==> src/rtl/uart_rx_if.sv <==
// Receive-side bundle of uart_rx: serial line in, framed byte and status out.
// The master side is the receiver; the slave side drives rx and consumes bytes.
interface uart_rx_if;
  logic       rx;
  logic [7:0] po_data;
  logic       po_flag;
  logic       frame_err;
  logic       rx_busy;

  modport master (
    input  rx,
    output po_data,
    output po_flag,
    output frame_err,
    output rx_busy
  );

  modport slave (
    output rx,
    input  po_data,
    input  po_flag,
    input  frame_err,
    input  rx_busy
  );
endinterface

==> src/rtl/uart_rx.sv <==
// 8N1 LSB-first UART receiver: 3-flop line synchroniser, start-edge detect, mid-bit sampling.
// Each good frame updates po_data with a 1-cycle po_flag; a low stop bit pulses frame_err.
module uart_rx #(
  parameter int clk_frequence = 5_000_000,
  parameter int baud_rate     = 9600
) (
  input  logic     clk,
  input  logic     rst_n,
  uart_rx_if.master bus
);

  localparam int CNT_BAUD_MAX = clk_frequence / baud_rate;
  localparam int CNT_HALF     = CNT_BAUD_MAX / 2;
  localparam int CNT_W        = $clog2(CNT_BAUD_MAX);

  localparam logic [CNT_W-1:0] BAUD_END = CNT_W'(CNT_BAUD_MAX - 1);
  localparam logic [CNT_W-1:0] HALF_END = CNT_W'(CNT_HALF - 1);

  typedef enum logic [1:0] {IDLE, START, DATA, STOP} state_t;

  state_t           state;
  logic [CNT_W-1:0] cnt_baud;
  logic [2:0]       bit_cnt;
  logic [7:0]       shift;
  logic             rx_s1;
  logic             rx_s2;
  logic             rx_s3;
  logic [7:0]       po_data;
  logic             po_flag;
  logic             frame_err;
  logic             rx_busy;

  always_ff @(posedge clk or negedge rst_n) begin
    if (!rst_n) begin
      rx_s1     <= 1'b1;
      rx_s2     <= 1'b1;
      rx_s3     <= 1'b1;
      state     <= IDLE;
      cnt_baud  <= '0;
      bit_cnt   <= '0;
      shift     <= '0;
      po_data   <= '0;
      po_flag   <= 1'b0;
      frame_err <= 1'b0;
      rx_busy   <= 1'b0;
    end else begin
      rx_s1     <= bus.rx;
      rx_s2     <= rx_s1;
      rx_s3     <= rx_s2;
      po_flag   <= 1'b0;
      frame_err <= 1'b0;

      case (state)
        IDLE: begin
          cnt_baud <= '0;
          // Only a genuine high->low transition starts a frame; a held-low line never re-triggers.
          if (rx_s3 && !rx_s2) begin
            state   <= START;
            rx_busy <= 1'b1;
          end
        end

        START: begin
          if (cnt_baud == HALF_END) begin
            cnt_baud <= '0;
            if (!rx_s2) begin
              state   <= DATA;
              bit_cnt <= '0;
            end else begin
              state   <= IDLE;
              rx_busy <= 1'b0;
            end
          end else begin
            cnt_baud <= cnt_baud + CNT_W'(1);
          end
        end

        DATA: begin
          if (cnt_baud == BAUD_END) begin
            cnt_baud <= '0;
            shift    <= {rx_s2, shift[7:1]};
            bit_cnt  <= bit_cnt + 3'd1;
            if (bit_cnt == 3'd7) state <= STOP;
          end else begin
            cnt_baud <= cnt_baud + CNT_W'(1);
          end
        end

        STOP: begin
          // Leaving at mid stop bit leaves half a bit to catch a back-to-back start edge.
          if (cnt_baud == BAUD_END) begin
            cnt_baud <= '0;
            state    <= IDLE;
            rx_busy  <= 1'b0;
            if (rx_s2) begin
              po_data <= shift;
              po_flag <= 1'b1;
            end else begin
              frame_err <= 1'b1;
            end
          end else begin
            cnt_baud <= cnt_baud + CNT_W'(1);
          end
        end

        default: begin
          state    <= IDLE;
          cnt_baud <= '0;
          rx_busy  <= 1'b0;
        end
      endcase
    end
  end

  assign bus.po_data   = po_data;
  assign bus.po_flag   = po_flag;
  assign bus.frame_err = frame_err;
  assign bus.rx_busy   = rx_busy;

endmodule

==> src/flat_wrapper.sv <==
// flat-port wrapper written by rule: the top's interface ports become plain ports
module uart_rx_flat 
#(
  parameter int clk_frequence = 5_000_000,
  parameter int baud_rate     = 9600
)
  (clk, rst_n, bus_rx, bus_po_data, bus_po_flag, bus_frame_err, bus_rx_busy);
  uart_rx_if bus_i ();
  input  logic clk;
  input  logic rst_n;
  input wire logic [$bits(bus_i.rx)-1:0] bus_rx;
  output wire logic [$bits(bus_i.po_data)-1:0] bus_po_data;
  output wire logic [$bits(bus_i.po_flag)-1:0] bus_po_flag;
  output wire logic [$bits(bus_i.frame_err)-1:0] bus_frame_err;
  output wire logic [$bits(bus_i.rx_busy)-1:0] bus_rx_busy;
  assign bus_i.rx = bus_rx;
  assign bus_po_data = bus_i.po_data;
  assign bus_po_flag = bus_i.po_flag;
  assign bus_frame_err = bus_i.frame_err;
  assign bus_rx_busy = bus_i.rx_busy;
  uart_rx #(.clk_frequence(clk_frequence), .baud_rate(baud_rate)) u_core (.clk(clk), .rst_n(rst_n), .bus(bus_i));
endmodule
==> config.mk <==
export PLATFORM = sky130hd
export DESIGN_NAME = uart_rx_flat
export DESIGN_NICKNAME = d
export VERILOG_FILES = /design/src/rtl/uart_rx_if.sv /design/src/rtl/uart_rx.sv /design/src/flat_wrapper.sv
export SDC_FILE = /design/constraint.sdc
export NUM_CORES = 1
export LEC_CHECK = 0
export ABC_AREA = 1
export ABC_CLOCK_PERIOD_IN_PS = 1900
export CAP_MARGIN = 20
export CORE_MARGIN = 1.5
export CORE_UTILIZATION = 56
export CTS_CLUSTER_SIZE = 14
export DETAILED_ROUTE_END_ITERATION = 8
export PLACE_DENSITY = 0.77
export SLEW_MARGIN = 20
export SYNTH_ARGS = -nofsm -noshare
export SYNTH_HDL_FRONTEND = slang
export SYNTH_SLANG_ARGS = --single-unit
==> constraint.sdc <==
create_clock -name clk -period 1.9 [get_ports clk]
set_input_delay 0.57 -clock clk [delete_from_list [all_inputs] [get_ports clk]]
set_output_delay 0.57 -clock clk [all_outputs]
set_load 0.005 [all_outputs]
# After elaboration in Yosys (flattened, before gate mapping)
# Cells that the tools add are included.
# Widths: inputs -> output; s select.
totals:
  elab_cells: 62
  inputBits: 3
  regBits: 37
  output_inout_bits: 11
op_classes:
  n_reduce_logical: 11
  eq_ne: 13
  n_mux: 25
  addsub: 2
op_table:
  columns: ["operator", "count"]
  rows:
  - ["$pmux 10 s3", 1]
  - ["$mux 10", 2]
  - ["$mux 2", 6]
  - ["$ne 2x1->1 const B", 6]
  - ["$add 10x1->10 const B", 1]
  - ["$eq 10x10->1 const B", 1]
  - ["$eq 10x9->1 const B", 1]
  - ["$mux 1", 10]
  - ["$reduce_and 5->1", 2]
  - ["$mux 3", 3]
  - ["$pmux 2 s4", 1]
  - ["$pmux 3 s2", 1]
  - ["$eq 2x2->1 const B", 2]
  - ["$reduce_and 4->1", 1]
  - ["$add 3x1->3 const B", 1]
  - ["$eq 3x3->1 const B", 1]
  - ["$pmux 1 s3", 1]
  - ["$reduce_and 3->1", 1]
  - ["$reduce_bool 3->1", 1]
  - ["$eq 2x1->1 const B", 1]
  - ["$logic_not 2->1", 1]
  - ["$ne 2x2->1 const B", 1]
  - ["$reduce_and 2->1", 1]
  - ["$reduce_bool 2->1", 1]
  - ["3 further kinds", 3]

# Logic depth before layout (Yosys ltp)
depth:
  word_depth: 4
  ltp_mapped: 10
  ltp_nobuf: 10

# Least setup slack after synthesis
# No wires, ideal clock.
synth_timing:
  path_kind: "flip-flop to flip-flop"
  from: "register u_core.cnt_baud[0]"
  to: "register u_core.po_data[5] (netlist: u_core.bus.po_data[5])"
  slack_ns: 0.517
  t_required_ns: 1.783
  arrival_ns: 1.266
  path_buffers: 1
  path_stages_with_launch: 10
  period_less_slack_ns: 1.383
  cell_sequence: "dfrtp_1 ha_1 nand2_2 nor2_4 nand2_4 inv_4 nand3_4 buf_6 nand2_1 o21ai_2"
synth_between:
  elab_chain_len: 2
synth_rtl:
  columns: ["item", "line", "source"]
  rows:
  - ["from (decl)", "uart_rx.sv:22", "logic [CNT_W-1:0] cnt_baud;"]
  - ["from (signal assigned)", "uart_rx.sv:74", "cnt_baud <= cnt_baud + CNT_W'(1);"]
  - ["from (signal assigned)", "uart_rx.sv:85", "cnt_baud <= cnt_baud + CNT_W'(1);"]
  - ["from (signal assigned)", "uart_rx.sv:102", "cnt_baud <= cnt_baud + CNT_W'(1);"]
  - ["$eq 10x10->1", "uart_rx.sv:91", "if (cnt_baud == BAUD_END) begin"]
  - ["$reduce_and 3->1 (no line)", null, null]
  - ["to (signal assigned)", "uart_rx.sv:96", "po_data <= shift;"]
  - ["to (decl)", "uart_rx.sv:28", "logic [7:0] po_data;"]
# No other way between the ends.
# A chain may end at the register's enable or synchronous reset.

# Final worst setup path
layout_timing:
  from: "register u_core.po_data[7] (netlist: u_core.bus.po_data[7])"
  to: "output port bus_po_data[7]"
layout_rtl:
  columns: ["item", "line", "source"]
  rows:
  - ["to (decl)", "flat_wrapper.sv:12", "output wire logic [$bits(bus_i.po_data)-1:0] bus_po_data;"]
# No word-level cell between the ends.

==> impl_metrics.json <==
{
  "synthesis.area_mm2": 0.00168,
  "synth.distinct_cells": 25,
  "ctsHtreeMaxLevel": 2,
  "violations": "design-rule violations",
  "die-area_mm2": 0.00333,
  "fill_cells": 232,
  "routedWlPerCell_um": 12.3,
  "grt_pass1_vias": 1172,
  "stdcell_count": 231,
  "vias_per_cell": 5.26,
  "antenna_found_initial": 0,
  "yosys-top-cells-count": "nand2_1, dfrtp_1, inv_1",
  "holdWs_ns": 0.365,
  "cts_sinks": 37,
  "clkTransAtPathRegs_ns": 0.12,
  "vias": 1215,
  "endpoint_kind": "primary output",
  "ant_nets": 0,
  "grt_pass1_wl_um": 5050,
  "syn_inst": 181,
  "ys_seq_area_share_pct": 55.4,
  "dp_cells": 223,
  "area_growth_pct": 14.3,
  "synth_top_area_share_pct": 50.7,
  "setup_viol": 0,
  "cts_root_buffer": "clkbuf_4",
  "io_buffers": 13,
  "fin_crit_sh_pct": 95.2,
  "cts_resized": 0,
  "fin_area_mm2": 0.00192,
  "synth_area_leader_cell": "dfrtp_1",
  "skew_ns": 0.0149,
  "status": "finished with violations",
  "post-cts-setup-buffers": 0,
  "clkLatencyLatePin_ns": 0.36,
  "routabilityCongestion": 0.854,
  "die_h_um": 57.7,
  "synth_nets": 187,
  "cpMaxStageDelayCell": "clkdlybuf4s50_1",
  "synth_edf_count": 0,
  "synth.area.top_cells": "dfrtp_1, nand2_1, inv_1",
  "fp.dieW_um": 57.7,
  "placed_cell_area_mm2": 0.00183,
  "fin_nets": 205,
  "setup_slack_ns": 0.0909,
  "synth-seq-cells": 37,
  "path_class": "reg2out",
  "drt-total-wl_um": 2850,
  "grt_overflow": 0,
  "io_pins": 14,
  "final_util_pct": 68.3,
  "synthFlopType": "dfrtp_1",
  "worstMarginPinSlew_ns": 0.342,
  "leakage_nw": 0.949,
  "cts_hold_buffers": 0,
  "crit_chain": "clkdlybuf4s50_1",
  "cp.arrival_ns": 1.24,
  "grt_usage_pct": 19.7,
  "slowest_delay_ns": 0.51,
  "drv_slew": 0,
  "pre_cts_ws_ns": 0.335,
  "yosysWarnings": 0,
  "seq_area_um2": 930,
  "drc": 4,
  "initial_core_util_pct": 59.8,
  "drive_gt1_share_pct": 14.0,
  "core_area_mm2": 0.00281,
  "cts_tree": "built",
  "hpwl_um": 2050,
  "worstPathRequired_ns": 1.33,
  "drt_iter0_markers": 77,
  "post-synth-top-count-cell": "nand2_1",
  "row_count": 19,
  "cts_buffer_depth": 2,
  "critical-path-top-delay-family": "buffers and inverters",
  "finalCriticalPeriod_ns": 1.81,
  "synth.avg_cell_area_um2": 9.26,
  "hold_class": "reg2reg",
  "cts_inserted_buffers": 5,
  "rsz0062_at_grt": "false",
  "setup_tns_ns": 0,
  "path_buf_inv": 1,
  "grt_max_degree": 38,
  "diodes": 0,
  "cp_max_fo": 2,
  "ir_drop_uv": 791,
  "p_total_mw": 1.87,
  "max_freq_mhz": 553,
  "multi_input_area_um2": 617,
  "slew_headroom_pct": 77.1,
  "cap_violations": 0,
  "drt_pass1_iterations": 6,
  "start_kind": "register",
  "synthArstFlopShare_pct": 100,
  "power_density_mw_per_mm2": 977,
  "hold_viol_final": 0
}
==> final timing paths <==
kind,from,endpoint,slack [ns],depth (start not counted)
worst min register to register,u_core.rx_s1,u_core.rx_s2,0.37,0
worst max register to register,u_core.cnt_baud[0],u_core.cnt_baud[9],0.34,8
worst min-delay path,u_core.rx_s1,u_core.rx_s2,0.37,0
worst max-delay path,u_core.bus.po_data[7],bus_po_data[7],0.09,1
max in group asynchronous,rst_n,u_core.rx_s3,1.07,2
min in group asynchronous,rst_n,u_core.cnt_baud[6],0.58,2
==> flip-flops by register name (all words and copies together) (netlist names), 3 cells and up, named ones only <==
| name | cells |
|---|---|
| u_core.bit_cnt | 3 |
| u_core.bus.po_data | 8 |
| u_core.cnt_baud | 10 |
| u_core.shift | 8 |
==> routing by layer <==
metal	up-vias	GRT usage, %	part of all wire, %
li1	602	-	-
met1	571	26.2	47
met2	34	30.4	46
met3	8	4.69	5.1
met4	0	10.3	2.0
met5	-	0	0
==> final cells by class <==
class	count	area share, %
timing repair buffer	14	7.84
clock inverter	3	2.42
inverter	25	5.03
clock buffer	5	1.96
tap	31	2.02
sequential	37	48.5
multi-input combinational	116	32.2
==> cell families (layout without fill, tap and decap cells) <==
group,Yosys count,after routing,share of synthesized area (%)
compound gates,24,24,9.33
fa+ha+maj,3,3,2.24
flops,37,37,55.4
buf+inv,28,47,7.76
simple gates,84,84,22.6
xor+xnor,5,5,2.61
==> cell usage in the layout, fill, tap and decap left out, types with 2 or more instances in the layout <==
| master | netlist | final |
|---|---|---|
| a21oi_1 | 3 | 3 |
| clkbuf_4 | 0 | 5 |
| clkdlybuf4s50_1 | 0 | 13 |
| dfrtp_1 | 34 | 34 |
| dfstp_2 | 3 | 3 |
| ha_1 | 3 | 3 |
| inv_1 | 24 | 24 |
| nand2_1 | 45 | 45 |
| nand2_2 | 2 | 2 |
| nand2_4 | 2 | 2 |
| nand3_1 | 10 | 10 |
| nand4_1 | 2 | 2 |
| nor2_1 | 19 | 19 |
| o21ai_0 | 8 | 8 |
| o21ai_1 | 2 | 2 |
| o21ai_2 | 8 | 8 |
| xor2_1 | 4 | 4 |
==> power breakdown <==
group,switching [mW],internal (mW)
Clock,0.278,0.278
Sequential,0.0775,0.879
Combinational,0.209,0.151
Note: power is estimated with default switching activity, not from simulation.
